--- src/rtl/fifo_prefetch_reader.sv ---
// Read-side companion for small_async_fifo: prefetches words into a two-entry
// buffer and presents them as a registered valid/ready stream with a word counter.
module fifo_prefetch_reader #(
  parameter int WIDTH     = 72,
  parameter int CNT_WIDTH = 32
) (
  input  logic                 rclk,
  input  logic                 rrst_n,
  input  logic                 enable,
  input  logic                 fifo_rempty,
  input  logic [WIDTH-1:0]     fifo_rdata,
  output logic                 fifo_rinc,
  output logic [WIDTH-1:0]     out_data,
  output logic                 out_valid,
  input  logic                 out_ready,
  output logic [CNT_WIDTH-1:0] words_out,
  output logic                 busy
);

  logic [1:0]           occ_q, occ_d;
  logic                 infl_q;
  logic [WIDTH-1:0]     slot0_q, slot0_d;
  logic [WIDTH-1:0]     slot1_q, slot1_d;
  logic [CNT_WIDTH-1:0] words_q, words_d;
  logic                 pop;
  logic [2:0]           credit;

  assign out_valid = (occ_q != 2'd0);
  assign out_data  = slot0_q;
  assign words_out = words_q;
  assign busy      = out_valid | infl_q;
  assign pop       = out_valid & out_ready;

  // Occupancy after this cycle if nothing new arrives; the combinational
  // out_ready -> fifo_rinc path lets a pop free a slot for a read in the same cycle.
  assign credit    = {1'b0, occ_q} + {2'b00, infl_q} - {2'b00, pop};
  assign fifo_rinc = rrst_n & enable & ~fifo_rempty & (credit < 3'd2);

  always_comb begin
    occ_d   = occ_q;
    slot0_d = slot0_q;
    slot1_d = slot1_q;
    words_d = words_q + CNT_WIDTH'(pop);
    if (infl_q) begin
      unique case (occ_q)
        2'd0: begin
          slot0_d = fifo_rdata;
          occ_d   = 2'd1;
        end
        2'd1: begin
          if (pop) begin
            slot0_d = fifo_rdata;
          end else begin
            slot1_d = fifo_rdata;
            occ_d   = 2'd2;
          end
        end
        default: begin
          slot0_d = slot1_q;
          slot1_d = fifo_rdata;
          occ_d   = 2'd2;
        end
      endcase
    end else if (pop) begin
      slot0_d = slot1_q;
      occ_d   = occ_q - 2'd1;
    end
  end

  always_ff @(posedge rclk or negedge rrst_n) begin
    if (!rrst_n) begin
      occ_q   <= 2'd0;
      infl_q  <= 1'b0;
      slot0_q <= '0;
      slot1_q <= '0;
      words_q <= '0;
    end else begin
      occ_q   <= occ_d;
      infl_q  <= fifo_rinc;
      slot0_q <= slot0_d;
      slot1_q <= slot1_d;
      words_q <= words_d;
    end
  end

  // The credit rule guarantees a returning word always finds a free slot.
  noOverflowOnReturn: assert property (@(posedge rclk) disable iff (!rrst_n)
    !(infl_q && (occ_q == 2'd2) && !pop));

endmodule

--- config.mk ---
export PLATFORM = sky130hd
export DESIGN_NAME = fifo_prefetch_reader
export DESIGN_NICKNAME = d
export VERILOG_FILES = /design/src/rtl/fifo_prefetch_reader.sv
export SDC_FILE = /design/constraint.sdc
export NUM_CORES = 1
export LEC_CHECK = 0
export BUFFER_PORTS_ARGS = -buffer_cell sky130_fd_sc_hd__buf_2
export CAP_MARGIN = 15
export CORE_MARGIN = 2
export CORE_UTILIZATION = 25
export CTS_BUF_LIST = sky130_fd_sc_hd__clkbuf_16
export DETAILED_ROUTE_END_ITERATION = 16
export PLACE_DENSITY_LB_ADDON = 0.3
export SLEW_MARGIN = 20
export SYNTH_ARGS = -nofsm -noshare
export SYNTH_HDL_FRONTEND = slang
export SYNTH_SLANG_ARGS = --single-unit
--- constraint.sdc ---
create_clock -name rclk -period 2.4 [get_ports rclk]
set_input_delay 0 -clock rclk [delete_from_list [all_inputs] [get_ports rclk]]
set_output_delay 0 -clock rclk [all_outputs]
set_load 0.005 [all_outputs]
Yosys cells after proc, flatten, opt, wreduce, memory -nomap -nowiden:

Index checks and enable logic that the tools add are counted.

* add/sub/neg operators: 4
* mux-type cells: 10
* reductions and logical operators: 6
* bitwise gates (word level): 7
* magnitude comparators: 1
* eq/ne operators: 4

Operator list (count)
* two-way mux 72 bit: 4
* one-hot mux 72 bit (2 select lines): 2
* adder 32 x 1 -> 32 bit: 1
* two-way mux 2 bit: 3
* AND 1 bit: 4
* != test 2 bit, second input constant: 2
* one-hot mux 2 bit (2 select lines): 1
* AND reduction 2 bit: 2
* nonzero test 2 bit: 2
* adder 2 x 1 -> 3 bit: 1
* less-than comparator 3 x 2 -> 1 bit, second input constant: 1
* != test 3 bit, second input constant: 1
* AND reduction 3 bit: 1
* subtractor 3 x 1 -> 3 bit: 1
* equality test 2 x 1 -> 1 bit, second input constant: 1
* logical NOT 2 bit: 1
* inverter 1 bit: 2
* subtractor 2 x 1 -> 2 bit, second input constant: 1
* bitwise OR 1 bit: 1

* word-level logic and storage cells: 37
* output and inout port bits: 107
* bits of input ports: 77
* register bits after elaboration: 179

Logic depth before layout (Yosys ltp):

Gate-level depths: netlist of the first run.

* depth in word-level cells: 5
* mapped depth: 11
* depth with buffers taken out: 10

Worst setup path after synthesis of the first run:

Ideal clock, no wire load.

* kind: register -> register
* start point: register occ_q[1]
* end point: register words_q[22], in the netlist words_out[22]
* path slack: -0.035 ns
* period minus slack after synthesis: 2.435 ns
* path buffers: 1
* data required time: 2.321 ns
* stages on the path, launching flop included: 12
* arrival: 2.356 ns
* setup time: 0.079 ns
* cells stage by stage: dfrtp_1 > inv_1 > ha_1 > nand2b_1 > inv_1 > ha_1 > ha_1 > nand3_1 > or4_1 > buf_6 > nor3_1 > xor2_1

* cells in the longest elaborated chain, start to end: 3

Ends and longest elaborated chain
* start, declared: line 20 `logic [1:0] occ_q, occ_d;`
* start signal, assigned: line 72 `occ_q <= 2'd0;`
* start signal, assigned: line 78 `occ_q <= occ_d;`
* nonzero test 2 bit: line 28 `assign out_valid = (occ_q != 2'd0);`
* AND 1 bit: line 32 `assign pop = out_valid & out_ready;`
* adder 32 x 1 -> 32 bit: line 43 `words_d = words_q + CNT_WIDTH'(pop);`
* via words_d[22]: line 24 `logic [CNT_WIDTH-1:0] words_q, words_d;`
* end signal, assigned: line 82 `words_q <= words_d;`
* end, declared: line 24

The timed path passes the listed nets, and every way through them passes these cells.
A chain may end at the register's enable or synchronous reset.

Final worst setup path of the first run:

* start point: register occ_q[1]
* end point: output port fifo_rinc

* cells in the longest elaborated chain, start to end: 5
* elaborated cells between the ends (all ways): 6
* those cells by class: add/sub (2); order compare (1); bitwise (2); reduce/logical (1)

Ends and longest elaborated chain
* parallel branches: the longest is 2 deep, another holds adder 2 x 1 -> 3 bit
* subtractor 3 x 1 -> 3 bit *: line 36 `assign credit = {1'b0, occ_q} + {2'b00, infl_q} - {2'b00, pop};`
* less-than comparator 3 x 2 -> 1 bit *: line 37 `assign fifo_rinc = rrst_n & enable & ~fifo_rempty & (credit < 3'd2);`
* AND 1 bit *: line 37
* end, declared: line 12 `output logic fifo_rinc,`

Mark *: on every way between the ends.

==> results of run 1 <==
==> where the power goes <==
| part | switching (mW) | internal [mW] | total [mW] | leakage [nW] |
|---|---|---|---|---|
| sequential | 0.658 | 4.30 | 4.96 | 2.21 |
| combinational | 1.89 | 2.08 | 3.97 | 2.95 |
| clock | 1.24 | 1.42 | 2.65 | 0.261 |
==> layer usage <==
metal	up-vias	GRT usage [%]
met2	142	18.9
met4	0	4.64
met1	2735	16.1
met5	-	0
li1	2723	-
met3	21	3.92
==> worst min path at each step <==
| stage | start | to | slack, ps | cells past startpoint |
|---|---|---|---|---|
| 2_1_floorplan | rrst_n | infl_q | -300 | 0 |
| 3_3_place_gp | rrst_n | infl_q | 7 | 1 |
| 3_5_place_dp | rrst_n | infl_q | 4 | 1 |
| 4_1_cts | rrst_n | infl_q | 150 | 3 |
| 5_1_grt | rrst_n | infl_q | 170 | 3 |
| 6_report | rrst_n | infl_q | 160 | 3 |
==> Yosys cell counts, types with 2 or more instances <==
| master | count |
|---|---|
| dfrtp_1 | 179 |
| nor2_1 | 80 |
| a21oi_1 | 73 |
| mux2i_1 | 73 |
| mux2_2 | 72 |
| clkbuf_1 | 19 |
| nand3_1 | 16 |
| xnor2_1 | 16 |
| xor2_1 | 15 |
| buf_2 | 13 |
| nand2_1 | 12 |
| nor3_1 | 9 |
| inv_1 | 8 |
| nand4_1 | 8 |
| ha_1 | 5 |
| and4_1 | 3 |
| nor4_1 | 3 |
| nand4_2 | 2 |
| or4_1 | 2 |
==> sequential cells by signal (all words and copies together), names as in the netlist <==
name       flops
occ_q          2
infl_q         1
words_out     32
slot1_q       72
out_data      72
==> stage by stage <==
step | instance area (um^2) | utilization (%)
4_1_cts | 10600 | 35.6
3_5_place_dp | 9250 | 31.0
3_3_place_gp | 9250 | 31.0
6_report | 10700 | 35.8
5_1_grt | 10700 | 35.8
2_1_floorplan | 7630 | -
==> worst max-delay path: stages, from the launching register on <==
cell	delay, ps
dfrtp_1	360
inv_2	60
ha_4	150
nand2b_4	150
ha_4	260
nand2_2	40
fa_1	480
nand4b_1	110
nor2_2	130
buf_2	120
==> layout make-up <==
| cell class | instances | area, um^2 | area share [%] |
|---|---|---|---|
| clock buffers | 17 | 425 | 3.99 |
| multi-input cells | 401 | 3080 | 28.8 |
| well taps | 390 | 488 | 4.58 |
| clock inverters | 15 | 118 | 1.10 |
| flip-flops and latches | 179 | 4480 | 42.0 |
| inverters | 8 | 30.0 | 0.282 |
| repair buffers | 286 | 2050 | 19.2 |
==> logic make-up (layout without fill, tap and decap cells) <==
| kind of cell | after synthesis | in the layout | share of synthesized area [%] |
|---|---|---|---|
| adders and majority gates | 6 | 6 | 1.08 |
| muxes | 145 | 145 | 20.2 |
| buffers and inverters | 41 | 326 | 2.33 |
| AOI/OAI and AO/OA | 78 | 78 | 5.29 |
| and+or+nand+nor | 141 | 141 | 8.69 |
| xor gates and xnor gates | 31 | 31 | 3.56 |
| DFF | 179 | 179 | 58.8 |
==> repair_timing <==
action | in CTS | in global routing
resized for setup | 5 | 10
hold endpoints to repair | 326 | 0
setup buffers | 2 | 1
pin swaps | 5 | 6
setup endpoints to repair | 1 | 10
hold buffers | 77 | 0
==> impl_results.md, run 1 <==
* Total power at 11.6 mW
* Floorplan row count at 63
* Via count at 5621
* Total congestion overflow at 0
* Yosys Warn Count at 0
* Hold WS at 162 ps
* Cell taking the most area after synthesis: dfrtp_1
* Crit share post-route at 96.3%
* Core area at 29800 um^2
* Peak Freq at 0.433 GHz
* I/O pins at 184
* Maximum vdd drop at 0.714 mV
* Clk root buf: clkbuf_16
* CTS Sinks at 179
* Top layer in use: met4
* Capture point of the worst reg-to-reg path: words_out[26]
* Metal-1 WL at 8850 um
* Largest net degree at the start of global routing at 67
* Initial Util at 25.6%
* Commonest non-fill, non-tap cells in the layout: buf_2, dfrtp_1, nor2_1
* Mapped Area at 7620 um^2
* Post-synth EDFFs at 0
* Fin nets at 976
* Initial antenna violation count at 0
* Routed length on met2 at 8720 um
* CP max FO at 3
* Vias in the first global route at 5624
* Final non-filler cell total at 1296
* Global placer's final weighted congestion at 0.739
* Iter 0 DRT Violations at 205
* Min Tclk post-route at 2310 ps
* Die Footprint at 31900 um^2
* Worst setup margin at 88.1 ps
* CTS buffer count at 17
* Worst reg2reg path depth at 11
* Filler instances at 2987
* Count of different cell masters after synthesis at 32
* Max_slew headroom at 59.9%
* Seq cells post-synth at 179
* Die Y-Extent at 179 um
* Crit Path Class: reg -> out
* Share of the synthesized area in the top cell type at 58.8%
* Drt total wl at 19100 um
* Clk slew on worst S/H paths at 70 ps
* Mapped Nets at 704
* Syn Area/Cell at 12.3 um^2
* Deepest clock path buffer count at 2
* CP Capture Point: fifo_rinc
* Post-DP HPWL at 12700 um
* Max-slew violations at 0
* Final Hold Violating Endpoints at 0
* Met3 WL at 1210 um
* Main flop type after synthesis: dfrtp_1
* Worst skew pair latency at 440 ps
* Synth Instances at 621
* Drt drc at 0
* Lkg Pwr at 5.43 nW
* Chip width at 179 um
* Share of layout cells above drive strength 1 at 36.5%
* Status: finished clean
* RSZ-0062 raised after global routing: true
* PwrDens at 1090 nW/um^2
* Worst R2R Setup Slack at 100 ps
* Remaining antenna violation count after routing at 0
* Synth area leaders: dfrtp_1, mux2_2, mux2i_1
* CP Capture Type: output pin
* First-pass GRT wire length at 30400 um
* Post-synthesis sequential area ratio at 58.8%
* # setup viols final at 0
* TNS Setup at 0 ps
* Vias per inst at 4.34
* Reg-to-reg startpoint: occ_q[1]
* Fin Clk Skew at 11.5 ps
* Tot GR Track Use at 12.3%
* CP Data Arrival Time at 2310 ps
* CTS tree: yes
* Commonest non-fill, non-tap cell in the layout: buf_2
* Worst min path class: in -> async
* Worst Path Required at 2400 ps
* Max-Cap Viols at 0
* Startpoint Class: flop
* Pre-Repair DR Iteration Count at 6
* Critical Path Source: occ_q[1]
* Actual slew at the worst max-slew pin at 596 ps
* Cell Count Post-Placement at 1185
* CTS H-Tree Depth at 4
* Post-synth ARST share at 100%
* WL/cell at 14.7 um
* N_diodes at 0
* Area grow syn2layout at 40.0%
* Port buffer count at 183
* Pre-CTS setup slack at 79.9 ps
No activity file was read; power rests on OpenSTA's default activity.
==> run 2, diff against run 1 <==
- BUFFER_PORTS_ARGS: -buffer_cell sky130_fd_sc_hd__buf_2 -> -buffer_cell sky130_fd_sc_hd__buf_4
- CORE_UTILIZATION: 25 -> 30
==> run 2 against run 1 <==
  * Count of clock-buffer cells in the layout stayed put
  * Worst setup slack got worse by 54 ps
  * Wire length decreased by 3.7%
  * First-iteration DRC count unchanged
  * Register-to-register slack is essentially flat
  * Clock skew shrank 3.2 ps
  * Global-route usage grew 1.6 points
  * Maximum frequency decreased by 2.3%
  * Die area fell by 16%
  * Critical endpoint unchanged
==> impl_results.md, run 2 (same netlist as run 1, synthesis figures left out) <==
* Max_slew headroom at 63.6% (+3.7 points)
* GR Layer Usage met1 at 17.9% (+1.8 points)
* Post-DP HPWL at 12000 um (-5.0%)
* Remaining antenna violation count after routing at 0 (unchanged)
* Largest net degree at the start of global routing at 87 (+30%)
* Initial Util at 30.4% (+4.9 points)
* RSZ-0062 raised after global routing: true
* Area of placed instances at 9590 um^2 (+3.7%)
* Worst min path class: in -> async
* Min Tclk post-route at 2370 ps (+53.6 ps)
* WL/cell at 14.9 um (+1.2%)
* Worst reg2reg path depth at 13 (+2)
* Worst R2R Setup Slack at 100 ps (about the same)
* Clk root buf: clkbuf_16
* CTS H-Tree Depth at 4 (unchanged)
* Clk slew on worst S/H paths at 70 ps (about the same)
* Vias in the first global route at 5634 (+0.18%)
* Global placer's final weighted congestion at 0.764 (+3.4%)
* CP Data Arrival Time at 2370 ps (+60 ps)
* Via count at 5590 (-0.55%)
* Worst skew pair latency at 420 ps (-20 ps)
* Final Hold Violating Endpoints at 0 (unchanged)
* CTS tree: yes
* Logic gate share of total power at 35.5% (+1.2 points)
* CP Capture Type: output pin
* Startpoint Class: flop
* Max-slew violations at 0 (unchanged)
* Floorplan row count at 58 (-7.9%)
* Port buffer count at 183 (unchanged)
* N_diodes at 0 (unchanged)
* Area grow syn2layout at 44.9%
* Commonest non-fill, non-tap cell in the layout: buf_4
* Critical Path Source: occ_q[1]
* Initial antenna violation count at 0 (unchanged)
* Max-Cap Viols at 0 (unchanged)
* Tot GR Track Use at 13.9% (+1.6 points)
* Peak Freq at 0.423 GHz (-2.3%)
* Lkg Pwr at 5.55 nW (+2.3%)
* First-pass GRT wire length at 29400 um (-3.4%)
* Fin nets at 974 (-0.20%)
* Final core utilization at 44.1% (+8.3 points)
* Post-route cell area at 11000 um^2 (+3.5%)
* PwrDens at 1100 nW/um^2 (+1.1%)
* CP max FO at 3 (unchanged)
* Actual slew at the worst max-slew pin at 542 ps (-54.9 ps)
* Routing usage on met2 at 22.8% (+3.8 points)
* Drt drc at 0 (unchanged)
* Crit Path Class: reg -> out
* Maximum vdd drop at 0.499 mV (-30%)
* I/O pins at 184 (unchanged)
* Crit share post-route at 98.6% (+2.2 points)
* Status: finished clean
* Die Footprint at 26700 um^2 (-16%)
* Share of layout cells above drive strength 1 at 37.1% (+0.52 points)
* CTS buffer count at 17 (unchanged)
* Pre-Repair DR Iteration Count at 4 (-2)
* CTS Sinks at 179 (unchanged)
* GRT Max-Usage Layer: met2
* Chip width at 163 um (-8.5%)
* Deepest clock path buffer count at 2 (unchanged)
* Reg-to-reg startpoint: occ_q[1]
* Sw frac at 31.5% (-1.1 points)
* Int Pwr at 8.29 mW (+6.3%)
* Total congestion overflow at 0 (unchanged)
* Fin Clk Skew at 8.33 ps (-3.19 ps)
* Core area at 25000 um^2 (-16%)
* Clock Power Share at 23.2% (+0.3 points)
* Die Y-Extent at 163 um (-8.5%)
* M3 GR Usage at 4.01% (+0.091 points)
* # setup viols final at 0 (unchanged)
* Filler instances at 2320 (-22%)
* Sequential power share at 41.3% (-1.5 points)
* Drt total wl at 18400 um (-3.7%)
* Vias per inst at 4.53 (+4.4%)
* Iter 0 DRT Violations at 205 (unchanged)
* Worst Path Required at 2400 ps (about the same)
* Commonest non-fill, non-tap cells in the layout: buf_4, dfrtp_1, nor2_1
* P_sw at 3.82 mW (+0.98%)
## run 2: cell types whose count changed in the layout (fill, tap and decap cells not counted), moves of 2 or more
cell           change
buf_12             -2
buf_2            -182
buf_4            +183
clkinv_1           -2
clkinv_2           +2
dlygate4sd3_1      -2
inv_1              -2
## run 2: cell type report
| cell class | instances | area [um^2] | area share [%] |
|---|---|---|---|
| clock buffers | 17 | 425 | 3.85 |
| clock inverters | 15 | 155 | 1.41 |
| inverters | 8 | 30.0 | 0.272 |
| multi-input cells | 401 | 3070 | 27.8 |
| flip-flops and latches | 179 | 4480 | 40.6 |
| well taps | 330 | 413 | 3.74 |
| repair buffers | 284 | 2460 | 22.3 |
## run 2: repair_timing
item                                    CTS  global route
endpoints found under the hold margin   206             0
gates resized for setup                   6            10
endpoints found under the setup margin    2            10
cloned                                    0             0
buffers inserted                          4             0
hold buffers                             75             0
pin swaps                                 1             2
## run 2: power groups by stage
| stage | clock network, mW | registers [mW] | logic [mW] |
|---|---|---|---|
| floorplan | 0 | 4.99 | 2.20 |
| global placement | 0 | 5.01 | 4.12 |
| detailed placement | 0 | 5.04 | 4.19 |
| CTS | 2.92 | 5.01 | 4.37 |
| global route | 3.05 | 5.17 | 4.80 |
| finish | 2.81 | 5.00 | 4.30 |
## run 2: final timing paths
check                                 to
max                            fifo_rinc
min                         words_out[7]
max reg2reg                       infl_q
min reg2reg                words_out[31]
max in group asynchronous    slot1_q[40]
min in group rclk                 infl_q
## run 2: through the flow
step	worst slack [ps]	hold slack (ps)	std cells	TNS (ps)	power, mW
after floorplan	24.3	-296	621	0	7.19
after global placement	127	-6.19	1123	0	9.13
after detailed placement	40.6	-6.42	1123	0	9.24
after CTS	-4.75	174	1234	-4.75	12.3
after global routing	-75.7	183	1234	-75.7	13.0
final	34.4	172	1234	0	12.1
## run 2: critical path, cell delays in order (launching register included)
cell	delay, ps
dfrtp_1	360
inv_2	60
ha_4	150
nand2b_4	140
buf_6	130
ha_4	250
nand2_2	40
fa_1	480
nand4b_1	110
nor2_2	120
buf_4	120
## run 2: layer usage
metal | up-vias | wire length, um | part of all wire (%)
li1 | 2719 | - | -
met3 | 11 | 1100 | 6.0
met2 | 125 | 8820 | 48
met4 | 0 | 202 | 1.1
met1 | 2735 | 8290 | 45
met5 | - | 0 | 0
==> run 3, diff against run 2 <==
- CORE_ASPECT_RATIO: not set -> 1.2
- CORE_UTILIZATION: 30 -> 39
==> run 3 against run 2 <==
  * The flow now finishes with violations (setup timing)
  * Register-to-register slack about the same
  * Sequential share of layout area grew 0.53 points
  * Count of clock-buffer cells in the layout stayed put
  * First-iteration DRC count increased by 20%
  * Core utilization grew 12 points
  * Worst setup slack worse by 110 ps
  * Sequential power is essentially flat
  * Maximum frequency is 4.5% lower
==> impl_results.md, run 3 (same netlist as run 1, synthesis figures left out) <==
* GRT Max-Usage Layer: met2
* Worst Path Required at 2400 ps (about the same)
* Tot GR Track Use at 17.7% (+3.8 points)
* Vias in the first global route at 5871 (+4.2%)
* Max_slew headroom at 63.9% (+0.34 points)
* Die Footprint at 20700 um^2 (-23%)
* N_diodes at 0 (unchanged)
* Drt total wl at 17800 um (-3.4%)
* WL/cell at 15.3 um (+2.7%)
* CTS H-Tree Depth at 4 (unchanged)
* Max-Cap Viols at 0 (unchanged)
* Worst skew pair latency at 410 ps (about the same)
* M3 GR Usage at 5.35% (+1.3 points)
* Worst R2R Setup Slack at 110 ps (about the same)
* Pre-Repair DR Iteration Count at 4 (unchanged)
* Critical Path Source: occ_q[1]
* Port buffer count at 183 (unchanged)
* I/O pins at 184 (unchanged)
* Reg-to-reg startpoint: occ_q[1]
* Commonest non-fill, non-tap cell in the layout: buf_4
* Min Tclk post-route at 2480 ps (+110 ps)
* CP Capture Type: output pin
* Status: complete, but fails checks
* Commonest non-fill, non-tap cells in the layout: buf_4, dfrtp_1, nor2_1
* CTS tree: yes
* Iter 0 DRT Violations at 246 (+20%)
* Vias per inst at 4.87 (+7.5%)
* CP Capture Point: fifo_rinc
* Worst reg2reg path depth at 10 (-3)
* PwrDens at 1120 nW/um^2 (+2.0%)
* CP max FO at 3 (unchanged)
* Crit Path Class: reg -> out
* Routing usage on met2 at 30.4% (+7.6 points)
* Filler instances at 1651 (-29%)
* Failing checks: setup timing
* CP Data Arrival Time at 2480 ps (+110 ps)
* Post-route cell area at 10900 um^2 (-1.3%)
* Lkg Pwr at 5.53 nW (-0.35%)
* Die Y-Extent at 157 um (-3.8%)
* GR Layer Usage met1 at 21.6% (+3.8 points)
* Startpoint Class: flop
* Worst setup margin at -76.0 ps (-110 ps)
* CTS buffer count at 17 (unchanged)
* Post-DP HPWL at 11300 um (-5.6%)
* TNS Setup at -76.0 ps (-76.0 ps)
* Clk slew on worst S/H paths at 70 ps (about the same)
* Total power at 12.2 mW (+0.67%)
* Area grow syn2layout at 43.1%
* Initial Util at 39.4% (+9.0 points)
* Clk root buf: clkbuf_16
* Capture point of the worst reg-to-reg path: words_out[20]
* CTS Sinks at 179 (unchanged)
* Global placer's final weighted congestion at 0.839 (+9.8%)
* Drt drc at 0 (unchanged)
* Crit share post-route at 103% (+4.6 points)
* First-pass GRT wire length at 29500 um (+0.45%)
* Floorplan row count at 56 (-3.4%)
* Fin Clk Skew at 7.29 ps (-1.04 ps)
* Fin nets at 971 (-0.31%)
* Actual slew at the worst max-slew pin at 541 ps (-0.170 ps)
* Core area at 19300 um^2 (-23%)
* Deepest clock path buffer count at 2 (unchanged)
* Area of placed instances at 9470 um^2 (-1.3%)
* Via count at 5654 (+1.1%)
* Chip width at 132 um (-19%)
* Total congestion overflow at 0 (unchanged)
* Share of layout cells above drive strength 1 at 36.4% (-0.61 points)
* Worst min path class: in -> async
* # setup viols final at 1 (+1)
* Max-slew violations at 0 (unchanged)
* Remaining antenna violation count after routing at 0 (unchanged)
* Initial antenna violation count at 0 (unchanged)
* RSZ-0062 raised after global routing: true
* Maximum vdd drop at 0.510 mV (+2.3%)
* Peak Freq at 0.404 GHz (-4.5%)
* Largest net degree at the start of global routing at 99 (+14%)
* Final Hold Violating Endpoints at 0 (unchanged)
* Hold WS at 78.1 ps (-94.3 ps)
## run 3: cell count changes in the layout (fill, tap and decap cells not counted), sizes merged
cell      delta
buf          -2
bufinv       +1
clkbuf       -1
clkinv       -1
clkinvlp     -1
## run 3: power by group
part / total (mW) / internal, mW / switching (mW)
Sequential: 5.00 / 4.30 / 0.697
Clock: 2.88 / 1.65 / 1.22
Combinational: 4.31 / 2.43 / 1.88
## run 3: stage by stage
step | setup WS (ps) | util, % | instances
5_1_grt | -205 | 56.3 | 1161
4_1_cts | -50.3 | 56.3 | 1160
3_5_place_dp | 0.310 | 49.0 | 1051
2_1_floorplan | 24.3 | - | 621
3_3_place_gp | 87.1 | 49.0 | 1051
6_report | -76.0 | 56.3 | 1161
## run 3: metal layers
metal	share of wire, %	vias to the layer above	wire length [um]
li1	-	2712	-
met1	43	2781	7730
met2	49	144	8800
met3	5.6	17	1000
met4	1.4	0	252
met5	0	-	0
## run 3: repair_timing
item	in CTS	in global routing
gates resized for setup	9	3
hold buffers	74	0
endpoints found under the hold margin	191	0
setup buffers	4	1
setup endpoints to repair	6	7
pin swaps	3	0
## run 3: critical path: stages (launching register included)
cell and delay [ps]:
dfrtp_1 370, inv_2 60, ha_4 160, nand2b_4 140, buf_6 130, ha_4 250
nand2_2 50, fa_2 520, nand4b_1 110, nor2_2 140, buf_4 130
## run 3: area by class of cell
cell class,instances,area (um^2),area share [%]
Multi-Input combinational cell,401,3050,28.0
Sequential cell,179,4480,41.1
Clock buffer,17,425,3.90
Inverter,8,30.0,0.276
Timing Repair Buffer,281,2400,22.0
Clock inverter,14,180,1.65
Tap cell,261,327,3.00
## run 3: worst min path at each step
stage                      start            end
final                     rrst_n  words_out[21]
after floorplan           rrst_n         infl_q
after global placement    rrst_n  words_out[21]
after detailed placement  rrst_n  words_out[21]
after CTS                 rrst_n  words_out[21]
after global routing      rrst_n  words_out[21]
